`src/rtl/scan_pkg.sv`:
```
// scan_pkg: shared widths, FSM states and bit-order constants for scan_serializer.
// Bit order follows SCAN_MSB_FIRST_EN (defined: MSB first; undefined: LSB first).
package scan_pkg;
  localparam int DATA_W = 8;
  localparam int SEL_W  = 3;
  typedef enum logic [1:0] {IDLE, SHIFT, GAP} state_t;
`ifdef SCAN_MSB_FIRST_EN
  localparam logic [SEL_W-1:0] SEL_START = 3'd7;
  localparam logic [SEL_W-1:0] SEL_END   = 3'd0;
  function automatic logic [SEL_W-1:0] next_sel(input logic [SEL_W-1:0] s);
    return s - 1'b1;
  endfunction
`else
  localparam logic [SEL_W-1:0] SEL_START = 3'd0;
  localparam logic [SEL_W-1:0] SEL_END   = 3'd7;
  function automatic logic [SEL_W-1:0] next_sel(input logic [SEL_W-1:0] s);
    return s + 1'b1;
  endfunction
`endif
endpackage

```
`src/rtl/mux_8x1.sv`:
```
// mux_8x1: combinational 8:1 bit select of the held word.
module mux_8x1
  import scan_pkg::*;
(
  input  logic [DATA_W-1:0] i,
  input  logic [SEL_W-1:0]  sel,
  output logic              out
);
  assign out = i[sel];
endmodule

```
`src/rtl/scan_serializer.sv`:
```
// scan_serializer: parallel-load, valid/ready bit serializer with optional idle gap.
// Bit order set by SCAN_MSB_FIRST_EN (see scan_pkg).
module scan_serializer
  import scan_pkg::*;
#(
  parameter int IDLE_GAP = 0
) (
  input  logic              clk,
  input  logic              rst,
  input  logic              load_valid,
  input  logic [DATA_W-1:0] load_data,
  output logic              load_ready,
  output logic [SEL_W-1:0]  sel,
  output logic              ser_out,
  output logic              ser_valid,
  input  logic              ser_ready,
  output logic              last,
  output logic [7:0]        word_cnt
);
  localparam logic [3:0] GAP_LAST = 4'(IDLE_GAP - 1);
  state_t            r_state;
  logic [DATA_W-1:0] r_hold;
  logic [SEL_W-1:0]  r_sel;
  logic [3:0]        r_gap;
  logic [7:0]        r_word_cnt;
  logic              w_beat;
  assign load_ready = r_state == IDLE;
  assign ser_valid  = r_state == SHIFT;
  assign last       = ser_valid && (r_sel == SEL_END);
  assign sel        = r_sel;
  assign word_cnt   = r_word_cnt;
  assign w_beat     = ser_valid && ser_ready;
  mux_8x1 u_mux (.i(r_hold), .sel(r_sel), .out(ser_out));
  always_ff @(posedge clk or posedge rst) begin
    if (rst) begin
      r_state    <= IDLE;
      r_hold     <= '0;
      r_sel      <= SEL_START;
      r_gap      <= '0;
      r_word_cnt <= '0;
    end else begin
      case (r_state)
        IDLE: if (load_valid) begin
          r_hold  <= load_data;
          r_sel   <= SEL_START;
          r_state <= SHIFT;
        end
        SHIFT: if (w_beat) begin
          if (last) begin
            r_word_cnt <= r_word_cnt + 8'd1;
            r_sel      <= SEL_START;
            r_gap      <= '0;
            r_state    <= (IDLE_GAP > 0) ? GAP : IDLE;
          end else begin
            r_sel <= next_sel(r_sel);
          end
        end
        GAP: begin
          r_gap <= r_gap + 4'd1;
          if (r_gap == GAP_LAST) r_state <= IDLE;
        end
        default: r_state <= IDLE;
      endcase
    end
  end
endmodule

```
`config.mk`:
```
export PLATFORM = sky130hd
export DESIGN_NAME = scan_serializer
export DESIGN_NICKNAME = d
export VERILOG_FILES = /design/src/rtl/scan_pkg.sv /design/src/rtl/mux_8x1.sv /design/src/rtl/scan_serializer.sv
export SDC_FILE = /design/constraint.sdc
export NUM_CORES = 1
export LEC_CHECK = 0
export CAP_MARGIN = 15
export CORE_MARGIN = 1.5
export CORE_UTILIZATION = 35
export CTS_CLUSTER_DIAMETER = 30
export DETAILED_ROUTE_END_ITERATION = 10
export DONT_BUFFER_PORTS = 1
export PLACE_DENSITY = 0.51
export SKIP_LAST_GASP = 1
export SYNTH_ARGS = -nofsm -noshare
export SYNTH_HDL_FRONTEND = slang
export SYNTH_SLANG_ARGS = --single-unit
```
`constraint.sdc`:
```
create_clock -name clk -period 4.6 [get_ports clk]
set_clock_uncertainty 0.1 [all_clocks]
set_input_delay 1.15 -clock clk [delete_from_list [all_inputs] [get_ports clk]]
set_output_delay 1.15 -clock clk [all_outputs]
set_load 0.03 [all_outputs]
```
Word-level counts from Yosys, hierarchy flattened --
Index checks and enable logic that the tools add are counted.
Storage, ports and cells: word-level logic and storage cells 41, output and inout bits 15, register bits after elaboration 25, bits of input ports 12
Cells by class: mux-type cells 14, reductions and logical operators 10, order comparisons 1, $add $sub $neg 3, equality and inequality tests 8
Operators with widths (count):
- 3-bit 2-to-1 mux | 3
- 3-bit AND reduction | 3
- 8-bit by 1-bit adder with 8-bit output (second input constant) | 1
- 2-bit 2-to-1 mux | 4
- 4-bit 2-to-1 mux | 2
- 4-bit one-hot mux with 2 select lines | 1
- 2-bit one-hot mux with 3 select lines | 1
- 3-bit one-hot mux with 2 select lines | 1
- 4-bit by 1-bit adder with 4-bit output (second input constant) | 1
- 4-bit == test (second input constant) | 1
- 3-bit by 4-bit < comparator with 1-bit output (second input constant) | 1
- 2-bit by 1-bit != test with 1-bit output (second input constant) | 2
- 2-bit != test (second input constant) | 2
- 4-bit AND reduction | 1
- 2-bit nonzero test | 2
- 3-bit by 1-bit adder with 3-bit output (second input constant) | 1
- 1-bit binary-select mux with 3-bit select | 1
- 3-bit == test (second input constant) | 1
- 2-bit by 1-bit == test with 1-bit output (second input constant) | 1
- 2-bit == test (second input constant) | 1
- 1-bit logical AND | 2
- 2-bit logical NOT | 1
- 2-bit AND reduction | 1
- 1-bit 2-to-1 mux | 1

Depth between registers and ports, before layout --
Gate-level depths: netlist of run 1.
depth in word-level cells 5, gate-level depth with buffers 5, depth with buffers taken out 5

Hierarchy --
A second synthesis of run 1 with hierarchy kept.
Second synthesis, totals: cell total of the unflattened synthesis 72, area, all modules 922.1 um2
By module, submodules not included:
- scan_serializer | cells an instance 69, instances 1, seq. area each 500.5 um2, area an instance 858.3 um2
- mux_8x1 | cells an instance 3, instances 1, seq. area each 0.0 um2, area an instance 63.8 um2

Worst setup path before layout of run 1 --
Ideal clock, no wire load.
path kind register to output, start reg r_sel[1] (netlist: sel[1]), end out ser_out, data arrival time 1.489 ns, path buffers 0, cell stages (with the launch flop) 3, slack 1.861 ns, data required time 3.350 ns, cell sequence dfrtp_1 > mux4_1 > mux2_2
On the way: cells in the longest elaborated chain, start to end 2
RTL lines:
- from (decl) | line scan_serializer.sv:23 | logic [SEL_W-1:0] r_sel;
- from (signal assigned) | line scan_serializer.sv:55 | r_sel <= next_sel(r_sel);
- 1-bit binary-select mux with 3-bit select | line mux_8x1.sv:9 | assign out = i[sel];
- 1-bit 2-to-1 mux (implied by the code) | line mux_8x1.sv:9
- to (decl) | line scan_serializer.sv:14 | output logic ser_out,
Every way passes these cells. The select of a mux whose other input is x is not followed.

Final worst setup path of run 1 --
Ends and elaborated chain as after synthesis.

==> impl_metrics.env, run 1 <==
export IMPL_status="finished clean"
export IMPL_drtAntennaViolNets=0
export IMPL_max_cap_violations=0
export IMPL_htreeDepth=1
export IMPL_cts_buffer_depth=2
export IMPL_grt_pass1_wl_mm=2.44
export IMPL_fp_dieH_um=54.3
export IMPL_drc_errors=0
export IMPL_setup_tns_ns=0
export IMPL_synth_commonest_cells="dfrtp_1 (20), mux2_2 (10), xor2_1 (4)"
export IMPL_drive_gt1_share_pct=21.1
export IMPL_synth_seq_cells=20
export IMPL_place_congestion=0.642
export IMPL_seq_area_frac_synth_pct=54.3
export IMPL_post_route_period_util_pct=68.2
export IMPL_cts_tree="done"
export IMPL_setup_violations=0
export IMPL_synth_top_family_by_area="multiplexers"
export IMPL_cp_start_kind="register"
export IMPL_antenna_found_initial=0
export IMPL_min_period_ns=3.14
export IMPL_path_cells="mux4_1 > mux2_2"
export IMPL_initial_core_util_pct=37.2
export IMPL_fin_area_um2=986
export IMPL_firstDrtPassIters=3
export IMPL_synth_edf_count=0
export IMPL_async_flop_share_pct=100
export IMPL_clk_latency_ns=0.30
export IMPL_rsz0062_at_grt="false"
export IMPL_path_clk_slew_ns=0.11
export IMPL_ios=27
export IMPL_slowest_stage="dfrtp_1"
export IMPL_cp_arrival_ns=1.89
export IMPL_synthTopCellsByArea="dfrtp_1 (54%), mux2_2 (12%), mux4_1 (5.7%)"
export IMPL_yosysTopAreaCell="dfrtp_1"
export IMPL_grt_pass1_vias=552
export IMPL_worstPathRequired_ns=3.35
export IMPL_syn_avg_cell_area_um2=13.4
export IMPL_grt_use_total_pct=11.8
export IMPL_finalPower_mw=0.602
export IMPL_postPlaceCellArea_um2=950
export IMPL_synth_top_area_share_pct=54.3
export IMPL_post_cts_setup_buffer_count=0
export IMPL_synth_xor_area_share_pct=6.65
export IMPL_hold_path_class="register to register"
export IMPL_worstMarginPinSlew_ns=0.783
export IMPL_fillers=258
export IMPL_synth_compound_area_share_pct=4.61
export IMPL_holdWs_ns=0.423
export IMPL_static_leakage_power_nw=0.462
export IMPL_syn2layout_area_growth_pct=6.92
export IMPL_post_cts_resized=0
export IMPL_muxShareOfSynthArea_pct=17.9
export IMPL_hold_buffers=0
export IMPL_cts_root_buf="clkbuf_4"
export IMPL_syn_inst=69
export IMPL_syn_area_um2=922
export IMPL_grt_max_degree=21
export IMPL_synthAdderAreaFrac_pct=4.07
export IMPL_hold_viol=0
export IMPL_wire_per_inst_um=15.9
export IMPL_timing_fmax_ghz=0.319
export IMPL_routed_wl_mm=1.61
export IMPL_drt_iter0_markers=15
export IMPL_dpl_hpwl_mm=1.19
export IMPL_ir_drop_mv=0.261
export IMPL_slew_viol_final=0
export IMPL_nets=87
export IMPL_path_max_fanout=5
export IMPL_vias_per_cell=5.40
export IMPL_cts_sinks=20
export IMPL_io_buffer_count=0
export IMPL_synth_distinct_cells=22
export IMPL_cts_buffers=3
export IMPL_power_density_nw_per_um2=610
export IMPL_grt_overflow_total=0
export IMPL_rows=18
export IMPL_die_area_um2=2950
export IMPL_synth_nets=84
export IMPL_crit_path_end_kind="primary output"
export IMPL_crit_type="register to primary output"
export IMPL_max_slew_margin_pct=47.7
export IMPL_core_area_um2=2480
export IMPL_slowest_delay_ns=0.62
export IMPL_die_w_um=54.3
export IMPL_yosysWarnings=0
export IMPL_antennaDiodeCount=0
export IMPL_synth_flop_cell="dfrtp_1"
export IMPL_vias=545
export IMPL_yosys_area_share_simple_pct=10.2
export IMPL_yosysMostFrequentCell="dfrtp_1"
-- layout by cell type, fill, tap and decap left out --
cell type  instances
a22o_1             1
a32o_1             2
and2_1             1
and3_1             1
and4_1             1
clkbuf_4           3
clkbuf_8           1
dfrtp_1           20
ha_1               3
inv_1              3
mux2_2            10
mux4_1             2
nand2_1            2
nand3_1            3
nand3_2            1
nand4_1            1
nor2_1             3
nor2b_1            2
nor3_1             2
o21bai_1           1
o22ai_1            1
xnor2_1            3
xor2_1             4
-- logic make-up after synthesis --
kind of cell,Yosys count
flip-flops,20
XOR/XNOR,7
AO/OA/AOI/OAI,5
AND/OR/NAND/NOR,17
adder cells (fa/ha/maj),3
multiplexers,12
buffers and inverters,5
-- stage by stage --
| step | worst slack (ns) | instances | util (%) |
|---|---|---|---|
| 4_1_cts | 1.43 | 101 | 39.8 |
| 6_report | 1.46 | 101 | 39.8 |
| 3_5_place_dp | 1.78 | 97 | 38.3 |
| 3_3_place_gp | 1.82 | 97 | 38.3 |
| 5_1_grt | 1.41 | 101 | 39.8 |
| 2_1_floorplan | 1.86 | 69 | - |
-- per-layer routing --
layer  routed length (µm)  part of all wire [%]  vias up  global-route usage [%]
li1                     -                     -      253                       -
met1                  797                    50      276                    16.2
met2                  702                    44       14                    17.5
met3                   92                   5.7        2                    3.28
met4                   15                  0.93        0                    5.00
met5                    0                     0        -                       0
-- critical path, delay by kind of cell, from the launching register on --
| family | cells | cell delay, ns |
|---|---|---|
| mux | 2 | 0.98 |
| flops | 1 | 0.62 |
-- registers in the layout (all words and copies together) (netlist names) --
name	flops
r_state	1
word_cnt	8
sel	3
r_hold	8
-- power breakdown --
part	switching, mW	total (mW)	internal (mW)
clock	0.0545	0.103	0.0482
sequential	0.102	0.334	0.232
combinational	0.0717	0.164	0.0928
total	0.228	0.602	0.373
-- cell type report --
type | count | area [µm²] | share of cell area (%)
inverter | 3 | 11.3 | 1.14
tap | 30 | 37.5 | 3.81
sequential | 20 | 500 | 50.8
clock buffer | 4 | 36.3 | 3.68
multi-input combinational | 44 | 400 | 40.6
-- path summary, 6_finish.rpt --
path / startpoint / endpoint / slack, ns / cells after the start
max in group asynchronous: rst / sel[1] / 3.14 / 1
min in group asynchronous: rst / word_cnt[6] / 0.77 / 1
min reg2reg: r_hold[6] / r_hold[6] / 0.42 / 1
max reg2reg: sel[1] / word_cnt[7] / 2.72 / 5
max: sel[1] / ser_out / 1.46 / 2
min: r_hold[6] / r_hold[6] / 0.42 / 1
Power figures use the tool's default switching activity.
==> run 2, diff against run 1 <==
--- a/config.mk
+++ b/config.mk
@@ -11,7 +11,7 @@
 export CTS_CLUSTER_DIAMETER = 30
 export DETAILED_ROUTE_END_ITERATION = 10
 export DONT_BUFFER_PORTS = 1
-export PLACE_DENSITY = 0.51
+export PLACE_DENSITY = 0.53
 export SKIP_LAST_GASP = 1
 export SYNTH_ARGS = -nofsm -noshare
 export SYNTH_HDL_FRONTEND = slang
==> constraint.sdc (replaced) <==
create_clock -name clk -period 2.7 [get_ports clk]
set_clock_uncertainty 0.1 [all_clocks]
set_input_delay 0.675 -clock clk [delete_from_list [all_inputs] [get_ports clk]]
set_output_delay 0.675 -clock clk [all_outputs]
set_load 0.03 [all_outputs]
==> impl_metrics.env, run 2 (synthesized netlist as in run 1, its figures left out) <==
export IMPL_static_leakage_power_nw=0.473
export IMPL_worstMarginPinSlew_ns=0.763
export IMPL_syn2layout_area_growth_pct=9.63
export IMPL_cp_arrival_ns=1.77
export IMPL_final_common_cell="dfrtp_1"
export IMPL_cp_start_kind="register"
export IMPL_regArea_um2=502
export IMPL_vias=544
export IMPL_cts_buffers=3
export IMPL_wire_per_inst_um=15.8
export IMPL_nets=88
export IMPL_clk_latency_ns=0.30
export IMPL_cts_sinks=20
export IMPL_max_cap_violations=0
export IMPL_setup_violations=0
export IMPL_fp_dieH_um=54.3
export IMPL_dp_cells=98
export IMPL_vias_per_cell=5.33
export IMPL_grt_pass1_wl_mm=2.45
export IMPL_worstPathRequired_ns=1.92
export IMPL_max_slew_margin_pct=49.0
export IMPL_min_period_ns=2.54
export IMPL_drive_gt1_share_pct=23.6
export IMPL_setup_tns_ns=0
export IMPL_ir_drop_mv=0.483
export IMPL_antenna_found_initial=0
export IMPL_rows=18
export IMPL_drt_iter0_markers=4
export IMPL_grt_max_degree=21
export IMPL_grt_overflow_total=0
export IMPL_grt_use_total_pct=12.3
export IMPL_final_cell_mix="dfrtp_1 (19), mux2_2 (10), xor2_1 (4)"
export IMPL_antennaDiodeCount=0
export IMPL_multiInputGateArea_um2=400
export IMPL_post_cts_setup_buffer_count=0
export IMPL_post_route_period_util_pct=94.2
export IMPL_htreeDepth=1
export IMPL_drtAntennaViolNets=0
export IMPL_routed_wl_mm=1.61
export IMPL_hold_viol=0
export IMPL_stdcell_count=102
export IMPL_slew_viol_final=0
export IMPL_hold_buffers=0
export IMPL_status="finished clean"
export IMPL_initial_core_util_pct=37.2
export IMPL_path_max_fanout=5
export IMPL_core_area_um2=2480
export IMPL_io_buffer_count=0
export IMPL_drc_errors=0
export IMPL_hold_path_class="primary input to asynchronous set/reset pin"
export IMPL_timing_fmax_ghz=0.393
export IMPL_dpl_hpwl_mm=1.16
export IMPL_place_congestion=0.654
export IMPL_crit_type="register to primary output"
export IMPL_die_w_um=54.3
export IMPL_cts_buffer_depth=2
export IMPL_die_area_um2=2950
export IMPL_power_density_nw_per_um2=1090
export IMPL_cts_tree="done"
export IMPL_path_clk_slew_ns=0.13
export IMPL_cts_root_buf="clkbuf_4"
export IMPL_firstDrtPassIters=3
export IMPL_rsz0062_at_grt="false"
export IMPL_reg2reg_slack_ns=0.81
export IMPL_ios=27
export IMPL_finalPower_mw=1.10
export IMPL_grt_pass1_vias=493
export IMPL_fillers=243
export IMPL_crit_path_end_kind="primary output"
-- run 2: changes by cell type in the layout (fill, tap and decap cells not counted) --
cell / delta
dfrtp_2: +1
bufinv_16: +1
buf_4: +1
dfrtp_1: -1
clkbuf_8: -1
-- run 2: path summary, 6_finish.rpt --
path,cells past startpoint,end,from
min in group clk,1,r_hold[2],load_data[2]
setup / recovery,2,ser_out,sel[1]
max in group asynchronous,1,sel[1],rst
setup reg to reg,5,word_cnt[7],sel[0]
hold / removal,1,r_hold[0],rst
hold reg to reg,1,r_hold[3],r_hold[3]
-- run 2: cell type report --
| class | count | share of cell area (%) |
|---|---|---|
| Multi-Input combinational cell | 44 | 39.6 |
| Inverter | 3 | 1.11 |
| Clock buffer | 3 | 2.23 |
| Sequential cell | 20 | 49.6 |
| Tap cell | 30 | 3.71 |
| Clock inverter | 1 | 2.97 |
| Timing Repair Buffer | 1 | 0.743 |
-- run 2: critical path: stages, from the launching register on --
cell and delay, ns:
dfrtp_2 0.53, mux4_1 0.58, mux2_2 0.36
-- run 2: per-stage QoR --
stage | hold WS [ns] | utilization, % | worst slack [ns] | cell area (µm²)
after global placement | 0.385 | 38.6 | 0.393 | 957
after CTS | 0.305 | 40.8 | 0.00505 | 1010
after detailed placement | 0.391 | 38.6 | 0.372 | 957
after global routing | 0.325 | 40.8 | 0.0790 | 1010
after floorplan | 0.372 | - | 0.436 | 922
final | 0.277 | 40.8 | 0.156 | 1010
-- run 2: what timing repair did --
action | 4_1_cts | 5_1_grt
endpoints found under the hold margin | 0 | 0
resized for setup | 0 | 1
setup endpoints to repair | 0 | 1
-- run 2: where the power goes --
group / switching (mW) / leakage (nW) / total [mW] / internal [mW]
Sequential: 0.175 / 0.252 / 0.572 / 0.397
Clock: 0.0978 / 0.0279 / 0.248 / 0.150
Combinational: 0.120 / 0.193 / 0.278 / 0.158
Total: 0.393 / 0.473 / 1.10 / 0.705
-- run 2: metal layers --
metal | routed length, µm | GRT usage (%) | up-vias | share of wire, %
met4 | 12 | 7.50 | 0 | 0.74
met2 | 705 | 14.9 | 14 | 44
met1 | 795 | 18.7 | 271 | 49
met5 | 0 | 0 | - | 0
li1 | - | - | 257 | -
met3 | 97 | 3.28 | 2 | 6.0
==> run 3, diff against run 2 <==
--- a/config.mk
+++ b/config.mk
@@ -11,6 +11,7 @@
 export CTS_CLUSTER_DIAMETER = 30
 export DETAILED_ROUTE_END_ITERATION = 10
 export DONT_BUFFER_PORTS = 1
+export GPL_TIMING_DRIVEN = 0
 export PLACE_DENSITY = 0.53
 export SKIP_LAST_GASP = 1
 export SYNTH_ARGS = -nofsm -noshare
==> impl_metrics.env, run 3 (synthesized netlist as in run 1, its figures left out) <==
export IMPL_hold_path_class="primary input to asynchronous set/reset pin"
export IMPL_seqPwrFrac_pct=51.6
export IMPL_antenna_found_initial=0
export IMPL_highest_layer="met4"
export IMPL_initial_core_util_pct=37.2
export IMPL_grt_overflow_total=0
export IMPL_wl_met1_um=719
export IMPL_grt_max_degree=21
export IMPL_wire_per_inst_um=15.8
export IMPL_antennaDiodeCount=0
export IMPL_htreeDepth=1
export IMPL_clkPwrFrac_pct=22.1
export IMPL_io_buffer_count=0
export IMPL_cts_sinks=20
export IMPL_cp_start_kind="register"
export IMPL_setup_tns_ns=0
export IMPL_post_cts_setup_buffer_count=0
export IMPL_ir_drop_mv=0.562
export IMPL_cts_buffer_depth=2
export IMPL_crit_type="register to primary output"
export IMPL_syn2layout_area_growth_pct=9.90
export IMPL_place_congestion=0.644
export IMPL_worstMarginPinSlew_ns=0.752
export IMPL_grt_use_total_pct=12.2
export IMPL_slowest_delay_ns=0.59
export IMPL_cp_arrival_ns=1.77
export IMPL_hold_viol=0
export IMPL_cts_buffers=3
export IMPL_power_density_nw_per_um2=1080
export IMPL_routed_wl_mm=1.62
export IMPL_dpl_hpwl_mm=1.21
export IMPL_slowest_stage="mux4_1"
export IMPL_post_route_period_util_pct=94.4
export IMPL_nets=89
export IMPL_status="finished clean"
export IMPL_drt_iter0_markers=4
export IMPL_final_cell_mix="dfrtp_1 (19), mux2_2 (10), xor2_1 (4)"
export IMPL_grt_pass1_wl_mm=2.53
export IMPL_ios=27
export IMPL_power_switching_mw=0.391
export IMPL_met2RoutedLength_um=770
export IMPL_vias_per_cell=5.43
export IMPL_cts_root_buf="clkbuf_4"
export IMPL_grt_pass1_vias=561
export IMPL_worstRegToRegCells=5
export IMPL_cts_tree="done"
export IMPL_final_common_cell="dfrtp_1"
export IMPL_internal_power_mw=0.708
export IMPL_max_slew_margin_pct=49.8
export IMPL_vias=559
export IMPL_drtAntennaViolNets=0
export IMPL_crit_path_end_kind="primary output"
export IMPL_hold_buffers=0
export IMPL_die_area_um2=2950
export IMPL_holdWs_ns=0.279
export IMPL_postPlaceCellArea_um2=960
export IMPL_drive_gt1_share_pct=24.7
export IMPL_rows=18
export IMPL_core_area_um2=2480
export IMPL_setup_violations=0
export IMPL_wl_met3_um=125
export IMPL_clk_latency_ns=0.30
export IMPL_path_max_fanout=5
export IMPL_firstDrtPassIters=4
export IMPL_drc_errors=0
export IMPL_dp_slack_ns=0.343
export IMPL_fin_area_um2=1010
export IMPL_fin_ws_ns=0.151
export IMPL_max_cap_violations=0
export IMPL_slew_viol_final=0
export IMPL_rsz0062_at_grt="false"
export IMPL_finish_utilization_pct=40.9
export IMPL_switching_share_pct=35.6
export IMPL_path_clk_slew_ns=0.12
export IMPL_timing_fmax_ghz=0.392
export IMPL_worstPathRequired_ns=1.92
export IMPL_min_period_ns=2.55
export IMPL_pwr_share_comb_pct=26.4
export IMPL_fp_dieH_um=54.3
export IMPL_path_cells="mux4_1 > mux2_2"
export IMPL_static_leakage_power_nw=0.475
export IMPL_die_w_um=54.3
-- run 3: final timing paths --
path	from	end	slack (ns)
max	sel[1]	ser_out	0.15
min	rst	r_hold[2]	0.28
max reg2reg	sel[0]	word_cnt[6]	0.83
min reg2reg	r_hold[3]	r_hold[3]	0.41
max in group asynchronous	rst	sel[1]	1.71
min in group clk	r_hold[3]	r_hold[3]	0.41
-- run 3: area by class of cell --
type,instances,area [µm²]
flip-flops and latches,20,502
well taps,30,37.5
clock buffers,3,22.5
inverters,3,11.3
clock inverters,1,30.0
fillers,243,1460
plain buffers,2,10.0
multi-input cells,44,400
-- run 3: per-stage QoR --
step                      std cells  power, mW
after floorplan                  69      0.806
after global placement           99      0.851
after detailed placement         99      0.870
after CTS                       103       1.12
after global routing            103       1.17
final                           103       1.10
-- run 3: critical path: cells and delay by family, from the launching register on --
family,cells,cell delay (ns)
flip-flops,1,0.53
multiplexers,2,0.95
-- run 3: per-layer routing --
| metal | vias up | track usage [%] |
|---|---|---|
| li1 | 257 | - |
| met1 | 282 | 15.8 |
| met2 | 18 | 18.1 |
| met3 | 2 | 3.83 |
| met4 | 0 | 6.25 |
| met5 | - | 0 |
-- run 3: power by group through the flow --
stage | Combinational (mW) | Sequential (mW) | Clock [mW]
after floorplan | 0.262 | 0.544 | 0
after global placement | 0.281 | 0.570 | 0
after detailed placement | 0.295 | 0.575 | 0
after CTS | 0.296 | 0.571 | 0.253
after global routing | 0.316 | 0.588 | 0.265
final | 0.290 | 0.566 | 0.242
-- run 3: what timing repair did --
action                     4_1_cts  5_1_grt
gates resized for setup          1        0
setup endpoints to repair        1        0
hold endpoints to repair         0        0
